===== src/rtl/sb_cmd_initiator.sv =====
// System-bus initiator: buffers upstream commands in a FIFO and issues them one at a time.
// Optional wait-for-ready timeout is enabled by defining SB_TIMEOUT_EN.
module sb_cmd_initiator #(
  parameter int CMD_DEPTH      = 4,
  parameter int TIMEOUT_CYCLES = 255
) (
  input  logic        clk_i,
  input  logic        rst_i,
  input  logic        cmd_valid_i,
  output logic        cmd_ready_o,
  input  logic        cmd_we_i,
  input  logic [31:0] cmd_addr_i,
  input  logic [31:0] cmd_wdata_i,
  output logic        req_o,
  output logic        write_enable_o,
  output logic [31:0] addr_o,
  output logic [31:0] write_data_o,
  input  logic [31:0] read_data_i,
  input  logic        ready_i,
  output logic        rsp_valid_o,
  output logic [31:0] rsp_rdata_o,
  output logic        rsp_err_o,
  output logic        busy_o
);

  localparam int AW = $clog2(CMD_DEPTH);

  typedef enum logic {IDLE, ISSUE} state_t;

  state_t      state_q, state_d;
  logic [64:0] fifo_mem [CMD_DEPTH];
  logic [AW:0] wr_ptr_q, rd_ptr_q;
  logic        empty, full, push, pop;
  logic [64:0] head;

  logic        req_q, req_d;
  logic        we_q, we_d;
  logic [31:0] addr_q, addr_d;
  logic [31:0] wdata_q, wdata_d;
  logic        rsp_valid_q, rsp_valid_d;
  logic [31:0] rsp_rdata_q, rsp_rdata_d;

  // Extra pointer MSB distinguishes full from empty when the indices match.
  assign empty = (wr_ptr_q == rd_ptr_q);
  assign full  = (wr_ptr_q[AW] != rd_ptr_q[AW]) && (wr_ptr_q[AW-1:0] == rd_ptr_q[AW-1:0]);
  assign push  = cmd_valid_i && !full;
  assign pop   = (state_q == IDLE) && !empty;
  assign head  = fifo_mem[rd_ptr_q[AW-1:0]];

  always_ff @(posedge clk_i) begin
    if (push) fifo_mem[wr_ptr_q[AW-1:0]] <= {cmd_we_i, cmd_addr_i, cmd_wdata_i};
  end

`ifdef SB_TIMEOUT_EN
  localparam logic [15:0] TMO_LAST = 16'(TIMEOUT_CYCLES - 1);
  logic [15:0] tmo_q, tmo_d;
  logic        rsp_err_q, rsp_err_d;
`endif

  always_comb begin
    state_d     = state_q;
    req_d       = req_q;
    we_d        = we_q;
    addr_d      = addr_q;
    wdata_d     = wdata_q;
    rsp_valid_d = 1'b0;
    rsp_rdata_d = rsp_rdata_q;
`ifdef SB_TIMEOUT_EN
    tmo_d       = tmo_q;
    rsp_err_d   = rsp_err_q;
`endif
    case (state_q)
      IDLE: begin
        if (!empty) begin
          state_d = ISSUE;
          req_d   = 1'b1;
          we_d    = head[64];
          addr_d  = head[63:32];
          wdata_d = head[64] ? head[31:0] : 32'd0;
`ifdef SB_TIMEOUT_EN
          tmo_d   = 16'd0;
`endif
        end
      end
      ISSUE: begin
        if (ready_i) begin
          state_d     = IDLE;
          req_d       = 1'b0;
          we_d        = 1'b0;
          rsp_valid_d = 1'b1;
          rsp_rdata_d = we_q ? 32'd0 : read_data_i;
`ifdef SB_TIMEOUT_EN
          rsp_err_d   = 1'b0;
        end else if (tmo_q == TMO_LAST) begin
          state_d     = IDLE;
          req_d       = 1'b0;
          we_d        = 1'b0;
          rsp_valid_d = 1'b1;
          rsp_rdata_d = 32'd0;
          rsp_err_d   = 1'b1;
        end else begin
          tmo_d = tmo_q + 16'd1;
`endif
        end
      end
      default: state_d = IDLE;
    endcase
  end

  always_ff @(posedge clk_i) begin
    if (rst_i) begin
      state_q     <= IDLE;
      wr_ptr_q    <= '0;
      rd_ptr_q    <= '0;
      req_q       <= 1'b0;
      we_q        <= 1'b0;
      addr_q      <= 32'd0;
      wdata_q     <= 32'd0;
      rsp_valid_q <= 1'b0;
      rsp_rdata_q <= 32'd0;
`ifdef SB_TIMEOUT_EN
      tmo_q       <= 16'd0;
      rsp_err_q   <= 1'b0;
`endif
    end else begin
      state_q     <= state_d;
      if (push) wr_ptr_q <= wr_ptr_q + 1'b1;
      if (pop)  rd_ptr_q <= rd_ptr_q + 1'b1;
      req_q       <= req_d;
      we_q        <= we_d;
      addr_q      <= addr_d;
      wdata_q     <= wdata_d;
      rsp_valid_q <= rsp_valid_d;
      rsp_rdata_q <= rsp_rdata_d;
`ifdef SB_TIMEOUT_EN
      tmo_q       <= tmo_d;
      rsp_err_q   <= rsp_err_d;
`endif
    end
  end

  assign cmd_ready_o    = !full;
  assign req_o          = req_q;
  assign write_enable_o = we_q;
  assign addr_o         = addr_q;
  assign write_data_o   = wdata_q;
  assign rsp_valid_o    = rsp_valid_q;
  assign rsp_rdata_o    = rsp_rdata_q;
  assign busy_o         = !empty || (state_q == ISSUE);
`ifdef SB_TIMEOUT_EN
  assign rsp_err_o      = rsp_err_q;
`else
  assign rsp_err_o      = 1'b0;
`endif

endmodule


===== config.mk =====
export PLATFORM = sky130hd
export DESIGN_NAME = sb_cmd_initiator
export DESIGN_NICKNAME = d
export VERILOG_FILES = /design/src/rtl/sb_cmd_initiator.sv
export SDC_FILE = /design/constraint.sdc
export NUM_CORES = 1
export LEC_CHECK = 0
export ABC_AREA = 0
export CAP_MARGIN = 20
export CORE_ASPECT_RATIO = 1.4
export CORE_MARGIN = 2
export CORE_UTILIZATION = 50
export CTS_CLUSTER_SIZE = 16
export DETAILED_ROUTE_END_ITERATION = 12
export GPL_TIMING_DRIVEN = 1
export PLACE_DENSITY_LB_ADDON = 0.25
export SLEW_MARGIN = 5
export SYNTH_ARGS = -nofsm -noshare
export SYNTH_HDL_FRONTEND = slang
export SYNTH_SLANG_ARGS = --single-unit

===== constraint.sdc =====
create_clock -name clk_i -period 7.24 [get_ports clk_i]
set_input_delay 1.448 -clock clk_i [delete_from_list [all_inputs] [get_ports clk_i]]
set_output_delay 1.448 -clock clk_i [all_outputs]
set_load 0.01 [all_outputs]

# [Word level (Yosys, flattened, before mapping)]
# Memory sizes are Yosys's and may differ from the RTL's. A register that Yosys moved wholly into a read port is not among the register bits.
# Cells that the tools add are included.
[totals] out_inout_bits=102 memories=1 mem_bits_rw=260 regBits=106 inputBits=101
[classes] reduce_logical=10 n_bitwise=2 addsub=2 mux=15 eq_ne=5
[memory_table] name="fifo_mem" words=4 word_bits=65 read_ports=1 rd_ports_with_merged_regs=1 write_ports=1 line="31" source="logic [64:0] fifo_mem [CMD_DEPTH];"
[op_table] cell="$mux 32" count=2
[op_table] cell="$mux 1" count=8
[op_table] cell="$add 3x1->3 const B" count=2
[op_table] cell="$pmux 1 s2" count=3
[op_table] cell="$reduce_and 2->1" count=3
[op_table] cell="$mux 2" count=2
[op_table] cell="$ne 2x2->1 const B" count=2
[op_table] cell="$eq 3x3->1" count=1
[op_table] cell="$logic_and 1x1->1" count=3
[op_table] cell="$eq 2x2->1" count=1
[op_table] cell="$logic_not 1->1" count=2
[op_table] cell="$not 1->1" count=2
[op_table] cell="$reduce_or 2->1" count=1
[op_table] cell="$logic_or 1x1->1" count=1
[op_table] cell="$ne 1x1->1" count=1

# [Longest topological paths before layout]
# Gate-level depths: netlist of run 1.
[depth] depth_word=6 depth_mapped=6

# [Worst setup path after synthesis of run 1]
# Ideal clock, no wire load.
[synth_timing] path_kind="input-to-reg" start="in cmd_valid_i" end="mem fifo_mem[0][0], enable pin" slack_ps=3567 arrival_time_ps=3243 path_stages=2 t_required_ps=6810 n_path_buf=0 setup_ps=430 path_cell_list="o31a_1 > and2_1"
[synth_via] elab_chain_cells=3
[synth_lines] element="start, declared" line="9" source="input logic cmd_valid_i,"
[synth_lines] element="$logic_and 1x1->1" line="46" source="assign push = cmd_valid_i && !full;"
[synth_lines] element="$mux 1" line="51" source="if (push) fifo_mem[wr_ptr_q[AW-1:0]] <= {cmd_we_i, cmd_addr_i, cmd_wdata_i};"
[synth_lines] element="$mux 1 (implied by the code)" line="51"
[synth_lines] element="end, declared" line="31"
# No other way between the ends.

# [Worst setup path in the final report of run 1]
[layout_timing] start="reg rd_ptr_q[2]" end="out busy_o"
[layout_via] elab_chain_cells=3
[layout_lines] element="start, declared" line="32" source="logic [AW:0] wr_ptr_q, rd_ptr_q;"
[layout_lines] element="start signal, assigned" line="128" source="if (pop) rd_ptr_q <= rd_ptr_q + 1'b1;"
[layout_lines] element="$eq 3x3->1" line="44" source="assign empty = (wr_ptr_q == rd_ptr_q);"
[layout_lines] element="$logic_not 1->1" line="149" source="assign busy_o = !empty || (state_q == ISSUE);"
[layout_lines] element="$logic_or 1x1->1" line="149"
[layout_lines] element="end, declared" line="23" source="output logic busy_o"
# No other way between the ends.

==> impl_results.md, run 1 <==
* CP arrival at 2.78 ns
* DR iter-0 viols at 504
* CTS tree: built
* Leak at just under 6 nW
* RSZ-0062 raised after global routing: no
* Headroom to the max-slew limit at 29.1%
* Min-delay worst type: register to register
* Top cell type's share of synthesized area at roughly 56%
* Crit end category: primary output
* Min cycle time layout at 4.23 ns
* Post-Syn Nets at approximately 950
* Outcome: finished, final reports clean
* Top_reg_cell synth: edfxtp_1
* Clock sinks at ~370
* Post-route insts no fill at roughly 1400
* Comb pwr share at 26.0%
* Launching point of the worst reg2reg path: rd_ptr_q[2]$_SDFFE_PP0P_
* Distinct cells, synth at 42
* Yosys reg bits at ~370
* All-Layer GR Usage at between 15 and 20%
* Wirelength, routed at 28500 um
* Fmax at around 240 MHz
* Via density at between 5 and 6
* Worst Reg-to-Reg Cells at 3
* Register area share after synthesis at between 70% and 80%
* Worst-Skew Late Latency at around 0.5 ns
* Most numerous cell in the Yosys netlist: edfxtp_1
* Synth Area per Inst at 16.6 um^2
* Num rows at 72
* Worst-Margin Slew at 1.06 ns
* Ys Warns at 0
* Internal power at approximately 4.5 mW
* First-pass GRT wire length at roughly 46000 um
* Die area at 29300 um^2
* Vias in the first global route at roughly 8000
* Synth top area cells: edfxtp_1, dfxtp_1, mux4_2, nand2_1, mux2i_1
* Root Driver: clkbuf_16
* Post-route clock period utilization at 58.5%
* Cell taking the most area after synthesis: edfxtp_1
* Antenna violations before repair at 2
* # port buffers at ~200
* Avg WL per Cell at 20.0 um
* Clk pwr share at between 20 and 30%
* Core area at 27600 um^2
* Die width at about 150 um
* Grt ovf at 0
* Sw frac at 28.3%
* Slew Limit Fails at 0
* CTS Buf Count at 35
* Top cells by count, synth: edfxtp_1, dfxtp_1, nand2_1
* Endpoints failing setup at 0
* GP Congestion at about 0.77
* Power Density at roughly 360 nW/um^2
* CP startpoint: rd_ptr_q[2]$_SDFFE_PP0P_
* Worst-path clk slew at 0.07 ns
* Share of cells above drive strength 1 at about 14%
* Clock Path Buffers at 3
* Post-cts resize count at 0
* Area Overhead vs Synth at 24.9%
* Peak VDD IR at between 0.2 and 0.25 mV
* Crit-path max FO at 36
* Max cap viols at 0
* Total Nets Final at ~1100
* Die Height at 202 um
* DRC at 0
* Worst Path Required at about 5.8 ns
* Largest net degree at the start of global routing at 91
* Ports at ~200
* Final Hold Vio Count at 0
* Setup crit end: busy_o
* Post-synth EDFFs at 260
* CTS H-Tree Depth at 2
* R2R Setup Slk at 4.27 ns
* TritonRoute pass-1 iters at 5
* Detail Route Antenna Nets at 0
* Fillers at 2027
* Starting Density at 50.6%
* Hold-fix buffers, CTS at 0
* Placed cells at approximately 1400
* CP Class: register to primary output
* Dpl hpwl at between 15000 and 20000 um
* Async S/R FF share, synth at 0%
* Setup tns final at 0 ns
* Syn Inst Count at roughly 840
* FF-to-FF End: fifo_mem[0][7]$_DFFE_PP_
* Postcts setup bufs at 0
* Sw Pwr at about 1.8 mW
* Critical Path Source Type: register
* Mapped Area at 14000 um^2
* Sequential share of power at approximately 45%
* Clock Skew at 0.0170 ns
* DR vias at 7926
-- worst max-delay path, cell delays in order, from the launching register on --
cell             delay [ns]
dfxtp_1                0.40
xnor2_4                0.83
nand3_1                0.28
or2_1                  0.29
clkdlybuf4s50_1        0.49
-- flip-flops by register name, indices dropped and copies added, names as in the netlist, named ones only --
register        cells
addr_o             32
rd_ptr_q            3
write_enable_o      1
rsp_valid_o         1
rsp_rdata_o        32
state_q             1
req_o               1
fifo_mem          260
write_data_o       32
wr_ptr_q            3
-- worst min-delay path by stage --
stage	start	end	slack, ns	cells past startpoint
floorplan	addr_o[0]$_SDFFE_PP0P_	addr_o[0]$_SDFFE_PP0P_	0.48	2
global placement	addr_o[25]$_SDFFE_PP0P_	addr_o[25]$_SDFFE_PP0P_	0.44	2
detailed placement	addr_o[3]$_SDFFE_PP0P_	addr_o[3]$_SDFFE_PP0P_	0.45	2
CTS	addr_o[25]$_SDFFE_PP0P_	addr_o[25]$_SDFFE_PP0P_	0.46	2
global route	addr_o[19]$_SDFFE_PP0P_	addr_o[19]$_SDFFE_PP0P_	0.48	2
finish	addr_o[25]$_SDFFE_PP0P_	addr_o[25]$_SDFFE_PP0P_	0.46	2
-- cell usage in the layout (no fill, tap or decap), types with 3 or more instances in the layout --
cell type | Yosys | layout
a22o_1 | 32 | 32
clkinv_1 | 0 | 4
bufinv_16 | 0 | 3
xnor2_4 | 0 | 3
clkbuf_16 | 0 | 36
nand4_1 | 31 | 31
clkbuf_8 | 0 | 4
mux2i_1 | 34 | 34
nand3_1 | 33 | 33
edfxtp_1 | 260 | 260
buf_4 | 8 | 7
clkinvlp_4 | 0 | 4
xor2_1 | 3 | 3
nor2_1 | 5 | 4
clkdlybuf4s50_1 | 0 | 200
nor2b_1 | 32 | 32
o211ai_1 | 32 | 32
nand2_1 | 100 | 100
clkbuf_1 | 37 | 9
mux4_2 | 65 | 65
and2_4 | 0 | 4
ha_1 | 5 | 5
dfxtp_1 | 108 | 105
inv_1 | 5 | 5
-- stage by stage --
stage / power [mW] / setup WS, ns / util (%) / hold slack [ns] / area, um^2
after CTS: 6.40 / 3.01 / 63.2 / 0.465 / 17400
final: 6.31 / 3.01 / 63.2 / 0.460 / 17400
after floorplan: 3.84 / 3.57 / - / 0.482 / 14000
after global placement: 4.54 / 3.60 / 59.0 / 0.445 / 16300
after global routing: 6.61 / 2.86 / 63.2 / 0.479 / 17400
after detailed placement: 4.57 / 3.56 / 59.0 / 0.454 / 16300
-- routing by layer --
layer	wire length, um	up-vias	track usage [%]
met5	12	-	0
met4	782	2	5.99
met3	1730	58	4.42
met2	14100	266	33.9
met1	11900	3956	25.5
li1	-	3644	-
-- cells by family (layout without fill, tap and decap cells) --
family	after synthesis	in the layout	synth area share, %
other	1	2	0.0269
XOR/XNOR	6	6	0.538
AO/OA/AOI/OAI	80	80	4.71
flip-flops	368	368	71.4
adder cells (fa/ha/maj)	5	5	0.448
multiplexers	102	102	13.2
AND/OR/NAND/NOR	213	213	7.41
buffers and inverters	67	277	2.26
-- power groups by stage --
stage	Sequential [mW]	Clock, mW	Combinational [mW]
4_1_cts	2.87	1.86	1.67
3_3_place_gp	2.90	0	1.64
2_1_floorplan	2.84	0	1.00
5_1_grt	2.91	1.94	1.76
6_report	2.86	1.81	1.64
3_5_place_dp	2.91	0	1.66
-- layout make-up --
| type | count | area [um^2] | area share (%) |
|---|---|---|---|
| flip-flops and latches | 368 | 9980 | 57.2 |
| multi-input cells | 407 | 3750 | 21.5 |
| repair buffers | 208 | 2060 | 11.8 |
| clock buffers | 49 | 990 | 5.68 |
| well taps | 370 | 463 | 2.66 |
| clock inverters | 14 | 165 | 0.948 |
| inverters | 6 | 23.8 | 0.136 |
| diodes | 1 | 2.50 | 0.0144 |
(Power assumes the default switching activity.)
==> run 2, diff against run 1 <==
--- a/config.mk
+++ b/config.mk
@@ -9,7 +9,7 @@
 export CAP_MARGIN = 20
 export CORE_ASPECT_RATIO = 1.4
 export CORE_MARGIN = 2
-export CORE_UTILIZATION = 50
+export CORE_UTILIZATION = 49
 export CTS_CLUSTER_SIZE = 16
 export DETAILED_ROUTE_END_ITERATION = 12
 export GPL_TIMING_DRIVEN = 1
==> constraint.sdc (replaced) <==
create_clock -name clk_i -period 3.77 [get_ports clk_i]
set_input_delay 0.754 -clock clk_i [delete_from_list [all_inputs] [get_ports clk_i]]
set_output_delay 0.754 -clock clk_i [all_outputs]
set_load 0.01 [all_outputs]
==> run 2 against run 1 <==
Effect of this change:
- combinational power increased by 99%
- setup slack lost 2.8 ns
- cell count is 1.1% higher
- sequential power grew 88%
- flip-flop and latch count is the same
- critical path depth did not move
- routed wire length grew 1.7%
- largest cell class unchanged
- highest routed layer is now met4
==> impl_results.md, run 2 (synthesis results as in run 1) <==
* Outcome: finished, final reports clean
* Postcts setup bufs at 0 (unchanged)
* CP peak stage delay at 0.76 ns (-0.07 ns)
* Leak at 5.92 nW (+1.9%)
* Crit end category: primary output
* Critical Path Source Type: register
* Place WS at 0.736 ns (-2.83 ns)
* Dpl hpwl at 18200 um (+9.2%)
* CTS H-Tree Depth at 2 (unchanged)
* CP max-delay cell: xnor2_4
* Headroom to the max-slew limit at 27.3% (-1.7 points)
* Worst-path cell chain: xnor2_4 -> nand3_1 -> or2_1 -> clkdlybuf4s50_1
* CP Class: register to primary output
* DR vias at 7903 (-0.29%)
* Sequential share of power at 43.7% (-1.6 points)
* Total power at 12.3 mW (+95%)
* Peak VDD IR at 0.429 mV (+110%)
* CTS Buf Count at 36 (+2.9%)
* Slew Limit Fails at 0 (unchanged)
* Clk pwr share at 29.8% (+1.1 points)
* Setup tns final at 0 ns (unchanged)
* Worst hold path depth at 2 (unchanged)
* Flip-flop count of the largest register after layout at 260 (unchanged)
* Starting Density at 49.5% (-1.2 points)
* Power Density at 700 nW/um^2 (+93%)
* Comb pwr share at 26.5% (+0.5 points)
* GP Congestion at 0.755 (-2.5%)
* Hold-fix buffers, CTS at 0 (unchanged)
* Post-route insts no fill at 1439 (+1.1%)
* Max cap viols at 0 (unchanged)
* Vias in the first global route at 8113 (-1.1%)
* Clock Skew at 0.0202 ns (+0.00325 ns)
* Share of cells above drive strength 1 at 14.8% (+1.2 points)
* DR iter-0 viols at 467 (-7.3%)
* Grt ovf at 0 (unchanged)
* Antenna violations before repair at 0 (-2)
* Crit-path max FO at 35 (-2.8%)
* Die Height at 204 um (+0.99%)
* R2R Setup Slk at 0.95 ns (-3.32 ns)
* Core area at 28200 um^2 (+2.4%)
* Fmax at roughly 280 MHz
* Fin worst setup slack at 0.184 ns (-2.82 ns)
* Worst-Margin Slew at 1.09 ns (+0.0258 ns)
* Sw frac at 28.0% (-0.32 points)
* Worst Reg-to-Reg Cells at 4 (+1)
* Min cycle time layout at approximately 3.6 ns
* Placed cells at 1373 (+1.0%)
* Area Overhead vs Synth at 26.2%
* Internal power at 8.87 mW (+96%)
* Worst-Skew Late Latency at 0.53 ns (+0.02 ns)
* CP arrival at 2.83 ns (+0.05 ns)
* Post-cts resize count at 0 (unchanged)
* Wirelength, routed at 29000 um (+1.7%)
* Multi-input logic area at 3750 um^2 (unchanged)
* Met1 wire length at 12100 um (+1.7%)
* CP startpoint: wr_ptr_q[1]$_SDFFE_PP0P_
* Endpoints failing setup at 0 (unchanged)
* Min-delay worst type: register to register
* Max Used Layer: met4
* CTS tree: built
* Routed wl met2 at 14600 um (+3.4%)
* Post-route clock period utilization at 95.1%
* Most frequent cells in the layout: edfxtp_1, clkdlybuf4s50_1, dfxtp_1
* DRC at 0 (unchanged)
* Met3 WL at 1720 um (-0.87%)
* Post-route cell area at 17600 um^2 (+1.1%)
* Commonest non-fill, non-tap cell in the layout: edfxtp_1
* All-Layer GR Usage at 19.5% (-0.27 points)
* Clock Path Buffers at 3 (unchanged)
* Avg WL per Cell at 20.1 um (+0.59%)
* Worst-path clk slew at 0.06 ns (about the same)
* Diode count at 0 (-1)
* # port buffers at 201 (unchanged)
* Largest net degree at the start of global routing at 103 (+13%)
* Final Hold Vio Count at 0 (unchanged)
* Worst Path Required at 3.02 ns (-2.77 ns)
* Ports at 203 (unchanged)
* Via density at 5.49 (-1.4%)
* FF+latch area at 9980 um^2 (unchanged)
* Root Driver: clkbuf_16
* Die width at 147 um (+0.99%)
* Fillers at 2038 (+0.54%)
* Clock sinks at 368 (unchanged)
* Detail Route Antenna Nets at 0 (unchanged)
* Hold Crit Start: addr_o[12]$_SDFFE_PP0P_
* Die area at 29900 um^2 (+2.0%)
* Area post-placement at 16400 um^2 (+0.69%)
* Hold WS at 0.460 ns (+0.000743 ns)
* RSZ-0062 raised after global routing: no
* TritonRoute pass-1 iters at 7 (+2)
* Launching point of the worst reg2reg path: rd_ptr_q[2]$_SDFFE_PP0P_
* Num rows at 73 (+1.4%)
* Total Nets Final at 1142 (+0.88%)
* First-pass GRT wire length at 45100 um (-1.7%)
* Post-Route Utilization at 62.4% (-0.81 points)
* Sw Pwr at 3.45 mW (+93%)
[run 2: changes by cell type in the layout (fill, tap and decap cells not counted), sizes merged]
cell,change
bufinv,+2
diode,-1
buf,+9
clkinv,+7
clkinvlp,-2
clkbuf,-4
[run 2: path summary, 6_finish.rpt]
check | endpoint
min | addr_o[12]$_SDFFE_PP0P_
max reg2reg | fifo_mem[2][13]$_DFFE_PP_
min reg2reg | addr_o[12]$_SDFFE_PP0P_
max | busy_o
[run 2: layer usage]
metal | GRT usage [%] | vias up
met1 | 25.1 | 3941
met3 | 3.98 | 39
met2 | 33.4 | 257
met5 | 0 | -
met4 | 6.41 | 0
li1 | - | 3666
[run 2: area by class of cell]
cell class	instances	share of cell area (%)
multi-input combinational	407	21.3
sequential	368	56.6
clock buffer	45	5.60
tap	375	2.66
inverter	6	0.142
timing repair buffer	217	12.3
clock inverter	21	1.38
[run 2: power groups by stage]
stage	clock network [mW]	logic, mW	registers, mW
final	3.67	3.27	5.39
after floorplan	0	1.93	5.45
after CTS	3.75	3.31	5.41
after global routing	3.90	3.51	5.47
after detailed placement	0	3.29	5.48
after global placement	0	3.28	5.47
[run 2: worst max-delay path: cells and delay by family (launching register included)]
family	cells	cell delay, ns
AND/OR/NAND/NOR	2	0.65
XOR/XNOR	1	0.76
buffers and inverters	1	0.49
flip-flops	1	0.41
